## src/rtl/serial_word_rx_pkg.sv

```systemverilog
// Shared definitions for the serial shift-register link (receiver and transmitter).
// Contents: FSM state encoding and the bit-order constants carried on DIR.
// Latency/backpressure: n/a (types and constants only).
package serial_link_pkg;

  typedef enum logic {
    IDLE = 1'b0,
    RECV = 1'b1
  } state_t;

  // DIR encoding; the transmitter uses the same values.
  localparam logic DIR_MSB_FIRST = 1'b0;  // sender shifts left
  localparam logic DIR_LSB_FIRST = 1'b1;  // sender shifts right

endpackage

```

## src/rtl/serial_word_rx_if.sv

```systemverilog
// Bundle of the serial input, the parallel output handshake and status for serial_word_rx.
// master: the side that drives EN/SOF/DIR/SDI/READY/CLR_OVR and observes Q/VALID/BUSY/OVR.
// slave : the receiver itself (drives Q/VALID/BUSY/OVR).
interface serial_word_rx_if #(
  parameter int WIDTH = 4
);
  logic             EN;       // bit strobe
  logic             SOF;      // start of frame, qualified by EN
  logic             DIR;      // bit order, sampled with SOF
  logic             SDI;      // serial data
  logic             READY;    // consumer accepts Q
  logic             CLR_OVR;  // synchronous clear of OVR
  logic [WIDTH-1:0] Q;        // last completed word
  logic             VALID;    // Q holds an unconsumed word
  logic             BUSY;     // frame in progress
  logic             OVR;      // sticky overrun

  modport master (
    output EN, SOF, DIR, SDI, READY, CLR_OVR,
    input  Q, VALID, BUSY, OVR
  );

  modport slave (
    input  EN, SOF, DIR, SDI, READY, CLR_OVR,
    output Q, VALID, BUSY, OVR
  );
endinterface

```

## src/rtl/serial_word_rx_sipo_shift_stage.sv

```systemverilog
// WIDTH-bit assembly register: loads the first bit of a frame or shifts in the next bit.
// Ports: i_clk/i_rst_n, i_en (advance), i_load_first (start new frame), i_dir, i_sdi,
//        o_asm_nxt = value the register takes on the next enabled edge (combinational).
module sipo_shift_stage
  import serial_link_pkg::*;
#(
  parameter int WIDTH = 4
) (
  input  logic             i_clk,
  input  logic             i_rst_n,
  input  logic             i_en,
  input  logic             i_load_first,
  input  logic             i_dir,
  input  logic             i_sdi,
  output logic [WIDTH-1:0] o_asm_nxt
);

  logic [WIDTH-1:0] r_asm;
  logic [WIDTH-1:0] w_asm_nxt;

  // Loading the first bit clears the stale partial frame so a restarted
  // frame never carries bits from the abandoned one.
  always_comb begin
    w_asm_nxt = r_asm;
    if (i_load_first) begin
      if (i_dir == DIR_MSB_FIRST) w_asm_nxt = {{(WIDTH-1){1'b0}}, i_sdi};
      else                        w_asm_nxt = {i_sdi, {(WIDTH-1){1'b0}}};
    end else begin
      if (i_dir == DIR_MSB_FIRST) w_asm_nxt = {r_asm[WIDTH-2:0], i_sdi};
      else                        w_asm_nxt = {i_sdi, r_asm[WIDTH-1:1]};
    end
  end

  always_ff @(posedge i_clk or negedge i_rst_n) begin
    if (!i_rst_n)  r_asm <= '0;
    else if (i_en) r_asm <= w_asm_nxt;
  end

  assign o_asm_nxt = w_asm_nxt;

endmodule

```

## src/rtl/serial_word_rx.sv

```systemverilog
// Serial-to-parallel frame receiver with a one-entry output buffer and sticky overrun flag.
// Ports: CP clock, CR async active-low clear, bus (slave modport) carrying serial in,
//        Q/VALID/READY handshake and BUSY/OVR status. Q/VALID update on the final-bit edge.
module serial_word_rx
  import serial_link_pkg::*;
#(
  parameter int WIDTH = 4
) (
  input  logic            CP,
  input  logic            CR,
  serial_word_rx_if.slave bus
);

  localparam int             CW       = $clog2(WIDTH + 1);
  localparam logic [CW-1:0]  CNT_ONE  = CW'(1);
  localparam logic [CW-1:0]  CNT_LAST = CW'(WIDTH - 1);

  state_t           r_state;
  logic [CW-1:0]    r_cnt;
  logic             r_dir;
  logic [WIDTH-1:0] r_q;
  logic             r_valid;
  logic             r_ovr;

  logic             w_start;
  logic             w_shift_bit;
  logic             w_done;
  logic             w_stage_en;
  logic             w_dir;
  logic [WIDTH-1:0] w_word;

  // SOF wins over an in-progress frame: the partial word is abandoned.
  assign w_start     = bus.EN && bus.SOF;
  assign w_shift_bit = bus.EN && !bus.SOF && (r_state == RECV);
  assign w_done      = w_shift_bit && (r_cnt == CNT_LAST);
  assign w_stage_en  = w_start || w_shift_bit;
  // DIR is only honoured on the SOF bit; later bits use the latched order.
  assign w_dir       = bus.SOF ? bus.DIR : r_dir;

  sipo_shift_stage #(.WIDTH(WIDTH)) u_stage (
    .i_clk        (CP),
    .i_rst_n      (CR),
    .i_en         (w_stage_en),
    .i_load_first (w_start),
    .i_dir        (w_dir),
    .i_sdi        (bus.SDI),
    .o_asm_nxt    (w_word)
  );

  always_ff @(posedge CP or negedge CR) begin
    if (!CR) begin
      r_state <= IDLE;
      r_cnt   <= '0;
      r_dir   <= DIR_MSB_FIRST;
      r_q     <= '0;
      r_valid <= 1'b0;
      r_ovr   <= 1'b0;
    end else begin
      // Frame sequencing; cnt stays at WIDTH after completion until the next SOF.
      if (w_start) begin
        r_state <= RECV;
        r_cnt   <= CNT_ONE;
        r_dir   <= bus.DIR;
      end else if (w_shift_bit) begin
        r_cnt <= r_cnt + 1'b1;
        if (w_done) r_state <= IDLE;
      end

      // Output buffer: a completing word may replace one being consumed this cycle.
      if (w_done) begin
        if (!r_valid || bus.READY) begin
          r_q     <= w_word;
          r_valid <= 1'b1;
        end
      end else if (r_valid && bus.READY) begin
        r_valid <= 1'b0;
      end

      // Overrun set beats clear in the same cycle.
      if (w_done && r_valid && !bus.READY) r_ovr <= 1'b1;
      else if (bus.CLR_OVR)                r_ovr <= 1'b0;
    end
  end

  assign bus.Q     = r_q;
  assign bus.VALID = r_valid;
  assign bus.BUSY  = (r_state == RECV);
  assign bus.OVR   = r_ovr;

endmodule

```

## src/flat_wrapper.sv

```systemverilog
// flat-port wrapper written by rule: the top's interface ports become plain ports
module serial_word_rx_flat import serial_link_pkg::*;
#(
  parameter int WIDTH = 4
)
  (CP, CR, bus_EN, bus_SOF, bus_DIR, bus_SDI, bus_READY, bus_CLR_OVR, bus_Q, bus_VALID, bus_BUSY, bus_OVR);
  serial_word_rx_if #(.WIDTH(WIDTH)) bus_i ();
  input  logic CP;
  input  logic CR;
  input wire logic [$bits(bus_i.EN)-1:0] bus_EN;
  input wire logic [$bits(bus_i.SOF)-1:0] bus_SOF;
  input wire logic [$bits(bus_i.DIR)-1:0] bus_DIR;
  input wire logic [$bits(bus_i.SDI)-1:0] bus_SDI;
  input wire logic [$bits(bus_i.READY)-1:0] bus_READY;
  input wire logic [$bits(bus_i.CLR_OVR)-1:0] bus_CLR_OVR;
  output wire logic [$bits(bus_i.Q)-1:0] bus_Q;
  output wire logic [$bits(bus_i.VALID)-1:0] bus_VALID;
  output wire logic [$bits(bus_i.BUSY)-1:0] bus_BUSY;
  output wire logic [$bits(bus_i.OVR)-1:0] bus_OVR;
  assign bus_i.EN = bus_EN;
  assign bus_i.SOF = bus_SOF;
  assign bus_i.DIR = bus_DIR;
  assign bus_i.SDI = bus_SDI;
  assign bus_i.READY = bus_READY;
  assign bus_i.CLR_OVR = bus_CLR_OVR;
  assign bus_Q = bus_i.Q;
  assign bus_VALID = bus_i.VALID;
  assign bus_BUSY = bus_i.BUSY;
  assign bus_OVR = bus_i.OVR;
  serial_word_rx #(.WIDTH(WIDTH)) u_core (.CP(CP), .CR(CR), .bus(bus_i));
endmodule
```

## config.mk

```make
export PLATFORM = sky130hd
export DESIGN_NAME = serial_word_rx_flat
export DESIGN_NICKNAME = d
export VERILOG_FILES = /design/src/rtl/serial_word_rx_pkg.sv /design/src/rtl/serial_word_rx_if.sv /design/src/rtl/serial_word_rx_sipo_shift_stage.sv /design/src/rtl/serial_word_rx.sv /design/src/flat_wrapper.sv
export SDC_FILE = /design/constraint.sdc
export NUM_CORES = 1
export LEC_CHECK = 0
export ABC_AREA = 1
export CAP_MARGIN = 20
export CORE_UTILIZATION = 40
export DETAILED_ROUTE_END_ITERATION = 10
export PLACE_DENSITY_LB_ADDON = 0.05
export SYNTH_ARGS = -nofsm -noshare
export SYNTH_HDL_FRONTEND = slang
export SYNTH_SLANG_ARGS = --single-unit
export TNS_END_PERCENT = 50
```

## constraint.sdc

```tcl
create_clock -name CP -period 1.2 [get_ports CP]
set_clock_uncertainty 0.1 [all_clocks]
set_input_delay 0.24 -clock CP [delete_from_list [all_inputs] [get_ports CP]]
set_output_delay 0.24 -clock CP [all_outputs]
set_load 0.1 [all_outputs]
```

# Word-level counts from Yosys, hierarchy flattened
# Cells that the tools add are included.
# Widths: inputs -> output; s select.
# op_classes
reduce_logical	19
muxes	14
addsub	1
n_eq_ne	2
# ops
cell	count
$mux 4	3
$mux 1	9
$reduce_bool 2->1	4
$logic_and 1x1->1	7
$mux 3	2
$reduce_and 2->1	3
$add 3x1->3 const B	1
$eq 3x2->1 const B	1
$logic_not 1->1	3
$logic_or 1x1->1	2
$ne 2x2->1 const B	1
# totals
out_inout_bits	7
regBits	15
in_bits	8
elab_cells	43

# Logic depth before layout (Yosys ltp)
# Gate-level depths: netlist of run 1.
# logic_depth
depth_word	7
ltp_mapped	7
depth_no_buf	7

# Modules after synthesis
# Synthesis of run 1 repeated with hierarchy kept, for this count alone.
# hier_totals
cells_unflattened	89
area_unflattened_um2	734.5
# modules_own_cells
module	cells_per_inst	area_each_um2	instances	seq_area_each_um2
serial_word_rx	54	493.0	1	275.3
sipo_shift_stage	35	241.5	1	100.1

# Least setup slack after synthesis of run 1
# No wires, ideal clock.
# synth_timing
kind	register -> register
from	reg u_core.r_state, in the netlist u_core.bus.BUSY
to	reg u_core.r_q[0], in the netlist u_core.bus.Q[0]
synth_period_minus_slack_ns	1.783
required_time_ns	0.980
path_slack_ns	-0.583
path_stages_with_launch	6
setup_time_ns	0.120
n_path_buf	0
arrival_ns	1.563
path_cell_list	dfrtp_1 nand4_2 nor2_4 inv_2 nand2_1 nand2_1
# synth_via
elab_chain_cells	3
# synth_lines
element	line	source
start: declaration	serial_word_rx.sv:18	state_t r_state;
start signal: assignment	serial_word_rx.sv:52	r_state <= IDLE;
start signal: assignment	serial_word_rx.sv:61	r_state <= RECV;
start signal: assignment	serial_word_rx.sv:66	if (w_done) r_state <= IDLE;
$logic_and 1x1->1	serial_word_rx.sv:34	assign w_shift_bit = bus.EN && !bus.SOF && (r_state == RECV);
$logic_and 1x1->1	serial_word_rx.sv:35	assign w_done = w_shift_bit && (r_cnt == CNT_LAST);
$reduce_and 2->1 (no line)	n/a	
end signal: assignment	serial_word_rx.sv:72	r_q <= w_word;
end: declaration	serial_word_rx.sv:21	logic [WIDTH-1:0] r_q;
# No other way between the ends.
# A chain may end at the register's enable or synchronous reset.

# Worst setup path in the final report of run 1
# layout_timing
from	reg u_core.r_state, in the netlist u_core.bus.BUSY
to	out bus_BUSY
# layout_lines
element	line	source
end: declaration	flat_wrapper.sv:18	output wire logic [$bits(bus_i.BUSY)-1:0] bus_BUSY;
# No word-level cell between the ends.

==> results of run 1 <==
-- synthesized netlist by cell type, drive strengths merged --
master  number
ha           2
nand4        1
dfrtp       15
o22ai        2
nand2       41
nor2         2
o21ai        2
nand3       10
a21o         1
inv          8
-- per-layer routing --
metal | routed length (um) | up-vias | part of all wire [%] | global-route usage (%)
met2 | 734 | 24 | 48 | 31.3
met4 | 20 | 0 | 1.3 | 7.88
met3 | 93 | 4 | 6.1 | 4.17
li1 | - | 326 | - | -
met5 | 0 | - | 0 | 0
met1 | 676 | 297 | 44 | 21.3
-- registers in the layout, indices dropped and copies added, names as in the netlist --
register and flops:
u_core.bus.BUSY 1, u_core.bus.Q 4, u_core.bus.OVR 1, u_core.bus.VALID 1, u_core.r_cnt 3, u_core.r_dir 1, u_core.u_stage.r_asm 4
-- worst max-delay path, delay by kind of cell (launching register included) --
family / cells / cell delay, ns
buffers and inverters: 2 / 0.28
flip-flops: 1 / 0.49
-- kinds of logic (layout without fill, tap and decap cells) --
group	Yosys count	after routing	synth area share (%)
DFF	15	15	53.5
buffers and inverters	8	38	4.28
and+or+nand+nor	54	54	34.4
adders and majority gates	2	2	3.56
AOI/OAI and AO/OA	5	5	4.28
-- final cells by class --
type / instances / area (sq um)
fill: 127 / 465
sequential: 15 / 384
multi-input combinational: 61 / 344
timing repair buffer: 26 / 305
inverter: 8 / 30.0
clock buffer: 3 / 22.5
tap: 16 / 20.0
clock inverter: 1 / 5.00
-- power groups by stage --
stage | combinational (mW) | sequential (mW) | clock, mW
6_report | 0.914 | 0.681 | 0.295
5_1_grt | 0.962 | 0.690 | 0.317
4_1_cts | 0.914 | 0.681 | 0.299
3_3_place_gp | 0.885 | 0.693 | 0
3_5_place_dp | 0.895 | 0.694 | 0
2_1_floorplan | 0.178 | 1.03 | 0
-- what timing repair did --
item	in CTS	in global routing
endpoints found under the setup margin	21	21
setup buffers	1	0
pin swaps	4	4
gates resized for setup	8	2
-- final timing paths --
path                                                startpoint                             endpoint  cells after the start
max                                u_core.bus.BUSY$_DFFE_PN0P_                             bus_BUSY                      2
min                                                         CR           u_core.bus.OVR$_DFFE_PN0P_                      2
max reg2reg                        u_core.r_cnt[1]$_DFFE_PN0P_          u_core.bus.Q[3]$_DFFE_PN0P_                      7
min reg2reg                u_core.u_stage.r_asm[3]$_DFFE_PN0P_  u_core.u_stage.r_asm[3]$_DFFE_PN0P_                      2
max in group asynchronous                                   CR         u_core.bus.VALID$_DFFE_PN0P_                      2
min in group CP                                        bus_SOF             u_core.r_dir$_DFFE_PN0P_                      3
-- stage by stage --
stage                     utilization (%)  hold WS, ns  instance area [sq um]  setup TNS [ns]
after floorplan                         -       -0.156                    734          -0.813
after global placement               66.4        0.390                   1050           -4.39
after detailed placement             66.4        0.386                   1050           -4.64
after CTS                            70.2        0.177                   1110           -1.28
after global routing                 70.5        0.178                   1110           -1.90
final                                70.5        0.166                   1110           -1.10
==> reports/qor.txt, run 1 <==
outcome: finished, violations left
violated checks: DRC, setup timing
internal power: 1.08 mW
die height: 43.9 um
Yosys reg bits: 15
clock power share: 15.6%
Gate Count Post-Synth: 84
pwr dens: 1700 nW/um^2
top-area cell type share of the netlist area: 53.5%
First DRT Iteration DRCs: 24
total grt overflow: 0
gpl congestion: 0.841
Syn Area/Cell: 8.36 sq um
layout cell share with drive strength beyond 1: 36.0%
Cell Area, Synth: 702 sq um
first-pass GRT wire length: 2.57 mm
CP Launch Type: flip-flop
peak supply drop: 967 uV
DRC viols: 2
max-cap viol count: 0
Wirelength per Cell: 11.7 um
Detail Placement HPWL: 1.14 mm
WP data arrival: 1.06 ns
WS Path Type: reg -> out
WP data required: 0.86 ns
Initial Util: 44.5%
post-route non-filler standard cell count: 130
period utilisation layout: 117%
Synth area leaders: dfrtp_1 (53%), nand2_1 (20%), nand3_1 (7.1%), ha_1 (3.6%), nand2_2 (3.6%)
leakage: 0.561 nW
Via Count: 651
crit-path max cell delay: 0.49 ns
dpl cells: 125
cell taking the most area after synthesis: dfrtp_1
drt pass-1 iters: 7
combinational share of power: 48.4%
Global Route Usage Sum: 18.1%
Finish-stage setup viols: 16
core footprint: 1580 sq um
worst setup margin: -0.199 ns
vias in the first global route: 654
flop2flop setup slack: -0.15 ns
Port-buffer cells: 14
total power: 1.89 mW
Worst path slowest cell: dfrtp_4
Crit Path Max Fanout: 2
Net Sw Frac: 43.1%
hold buffers post-CTS: 0
Post-layout nets: 125
H-tree levels: 1
Final Max Tran Viols: 0
Max clock buf depth: 2
CTS Sinks: 15
syn nets: 94
Slew @ Worst Pin: 0.315 ns
CTS tree: done
Synth Warn #: 0
clock-pin transition on the worst setup and hold timing paths: 0.09 ns
worst-skew pair later-pin latency: 0.28 ns
switching pwr: 814 uW
Worst Hold Class: in -> async
RSZ-0062 raised after global routing: yes
crit path capture type: primary output
largest net degree at the start of global routing: 16
leading cell types in the layout, fill and taps excluded: nand2_1 (34), dfrtp_1 (12), nand3_1 (10), buf_4 (10), buf_12 (7)
Yosys cell types: 14
Ant. Diodes: 0
part of the power in registers: 36.0%
CTS root buffer: clkbuf_4
routed vias/inst: 5.01
fmax: 715 MHz
chip width: 43.9 um
register area share after synthesis: 53.5%
Slew headroom: 79.0%
Area growth, synth to finish: 58.3%
Hold Vio Cnt, Final: 0
dpl ws: -0.375 ns
I/O pin cnt: 15
cell-by-cell trace of the critical path: buf_6, buf_12
initial antenna violation count: 0
DRT antenna net count: 0
Die Area: 1930 sq um
TritonCTS Buffers: 3
final wirelength: 1.53 mm
row count: 14
min Tclk post-route: 1.40 ns
commonest non-fill, non-tap cell in the layout: nand2_1
No activity file was read; power rests on OpenSTA's default activity.
==> run 2, diff against run 1 <==
RECOVER_POWER = 50   (was default)
==> reports/qor.txt, run 2 (synthesis results as in run 1) <==
chip width: 43.9 um
Net Sw Frac: 43.1%
WS Path Type: reg -> out
RSZ-0062 raised after global routing: yes
clock-pin transition on the worst setup and hold timing paths: 0.09 ns
I/O pin cnt: 15
min Tclk post-route: 1.40 ns
Finish-stage setup viols: 16
die height: 43.9 um
Port-buffer cells: 14
clock power share: 15.6%
Post-layout nets: 125
first-pass GRT wire length: 2.57 mm
post-route non-filler standard cell count: 130
Area growth, synth to finish: 57.9%
Via Count: 651
Worst Hold Class: in -> async
routed vias/inst: 5.01
largest net degree at the start of global routing: 16
DRT antenna net count: 0
final wirelength: 1.53 mm
peak supply drop: 967 uV
Die Area: 1930 sq um
crit path capture type: primary output
period utilisation layout: 117%
CTS Sinks: 15
Global Route Usage Sum: 18.1%
CP Launch Type: flip-flop
internal power: 1.07 mW
leading cell types in the layout, fill and taps excluded: nand2_1 (34), dfrtp_1 (12), nand3_1 (10)
First DRT Iteration DRCs: 20
CTS tree: done
Slew @ Worst Pin: 0.389 ns
Crit Path Max Fanout: 2
gpl congestion: 0.841
WP data required: 0.86 ns
WP data arrival: 1.06 ns
post-route setup TNS: -1.10 ns
outcome: finished, violations left
leakage: 0.560 nW
CTS root buffer: clkbuf_4
DRC viols: 0
Max clock buf depth: 2
max-cap viol count: 0
combinational share of power: 48.3%
layout cell share with drive strength beyond 1: 36.0%
H-tree levels: 1
fmax: 715 MHz
worst-skew pair later-pin latency: 0.28 ns
hold buffers post-CTS: 0
Slew headroom: 74.1%
Initial Util: 44.5%
row count: 14
drt pass-1 iters: 6
dpl cells: 125
TritonCTS Buffers: 3
Detail Placement HPWL: 1.14 mm
vias in the first global route: 654
Wirelength per Cell: 11.7 um
total grt overflow: 0
Ant. Diodes: 0
Hold Vio Cnt, Final: 0
core footprint: 1580 sq um
pwr dens: 1700 nW/um^2
worst setup margin: -0.199 ns
part of the power in registers: 36.1%
switching pwr: 814 uW
violated checks: setup timing
commonest non-fill, non-tap cell in the layout: nand2_1
Final Max Tran Viols: 0
initial antenna violation count: 0
run 2: cell count changes in the layout (fill, tap and decap cells not counted):
cell,delta
clkbuf_2,+1
clkdlybuf4s50_1,-1
buf_4,-1
dlygate4sd3_1,+1
run 2: timing repair:
item	CTS	global route
buffers inserted	1	0
setup endpoints to repair	21	21
resized for setup	8	2
pin swaps	4	4
run 2: path summary, 6_finish.rpt:
path                                                      from                             endpoint  slack (ns)  depth (start not counted)
max in group asynchronous                                   CR         u_core.bus.VALID$_DFFE_PN0P_        0.39                          2
max reg2reg                        u_core.r_cnt[1]$_DFFE_PN0P_          u_core.bus.Q[3]$_DFFE_PN0P_       -0.15                          7
min in group CP                                        bus_SOF             u_core.r_dir$_DFFE_PN0P_        0.35                          3
min                                                         CR           u_core.bus.OVR$_DFFE_PN0P_        0.30                          2
min reg2reg                u_core.u_stage.r_asm[3]$_DFFE_PN0P_  u_core.u_stage.r_asm[3]$_DFFE_PN0P_        0.40                          2
max                                u_core.bus.BUSY$_DFFE_PN0P_                             bus_BUSY       -0.20                          2
run 2: critical path, cell delays in order (launching register included):
cell,delay (ns)
dfrtp_4,0.49
buf_6,0.13
buf_12,0.15
run 2: layer usage:
layer | vias to the layer above | global-route usage [%] | part of all wire [%]
met5 | - | 0 | 0
met4 | 0 | 7.88 | 1.3
met3 | 4 | 4.17 | 5.4
met2 | 24 | 31.3 | 48
met1 | 297 | 21.3 | 45
li1 | 326 | - | -
run 2: per-stage QoR:
step                      utilization (%)  total power, mW  instance area, sq um  hold slack, ns  worst slack (ns)
after floorplan                         -             1.21                   734          -0.156            -0.105
after global placement               66.4             1.58                  1050           0.390            -0.380
after detailed placement             66.4             1.59                  1050           0.386            -0.375
after CTS                            70.2             1.89                  1110           0.177            -0.194
after global routing                 70.3             1.97                  1110           0.330            -0.222
final                                70.3             1.89                  1110           0.299            -0.199
run 2: final cells by class:
type	count	area, sq um
well taps	16	20.0
inverters	8	30.0
fillers	128	468
multi-input cells	61	344
clock inverters	1	5.00
repair buffers	26	303
flip-flops and latches	15	384
clock buffers	3	22.5
run 2: power by group through the flow:
stage          logic [mW]  clock network (mW)  registers [mW]
4_1_cts             0.914               0.299           0.681
6_report            0.912               0.295           0.681
5_1_grt             0.960               0.317           0.690
3_5_place_dp        0.895                   0           0.694
2_1_floorplan       0.178                   0            1.03
3_3_place_gp        0.885                   0           0.693
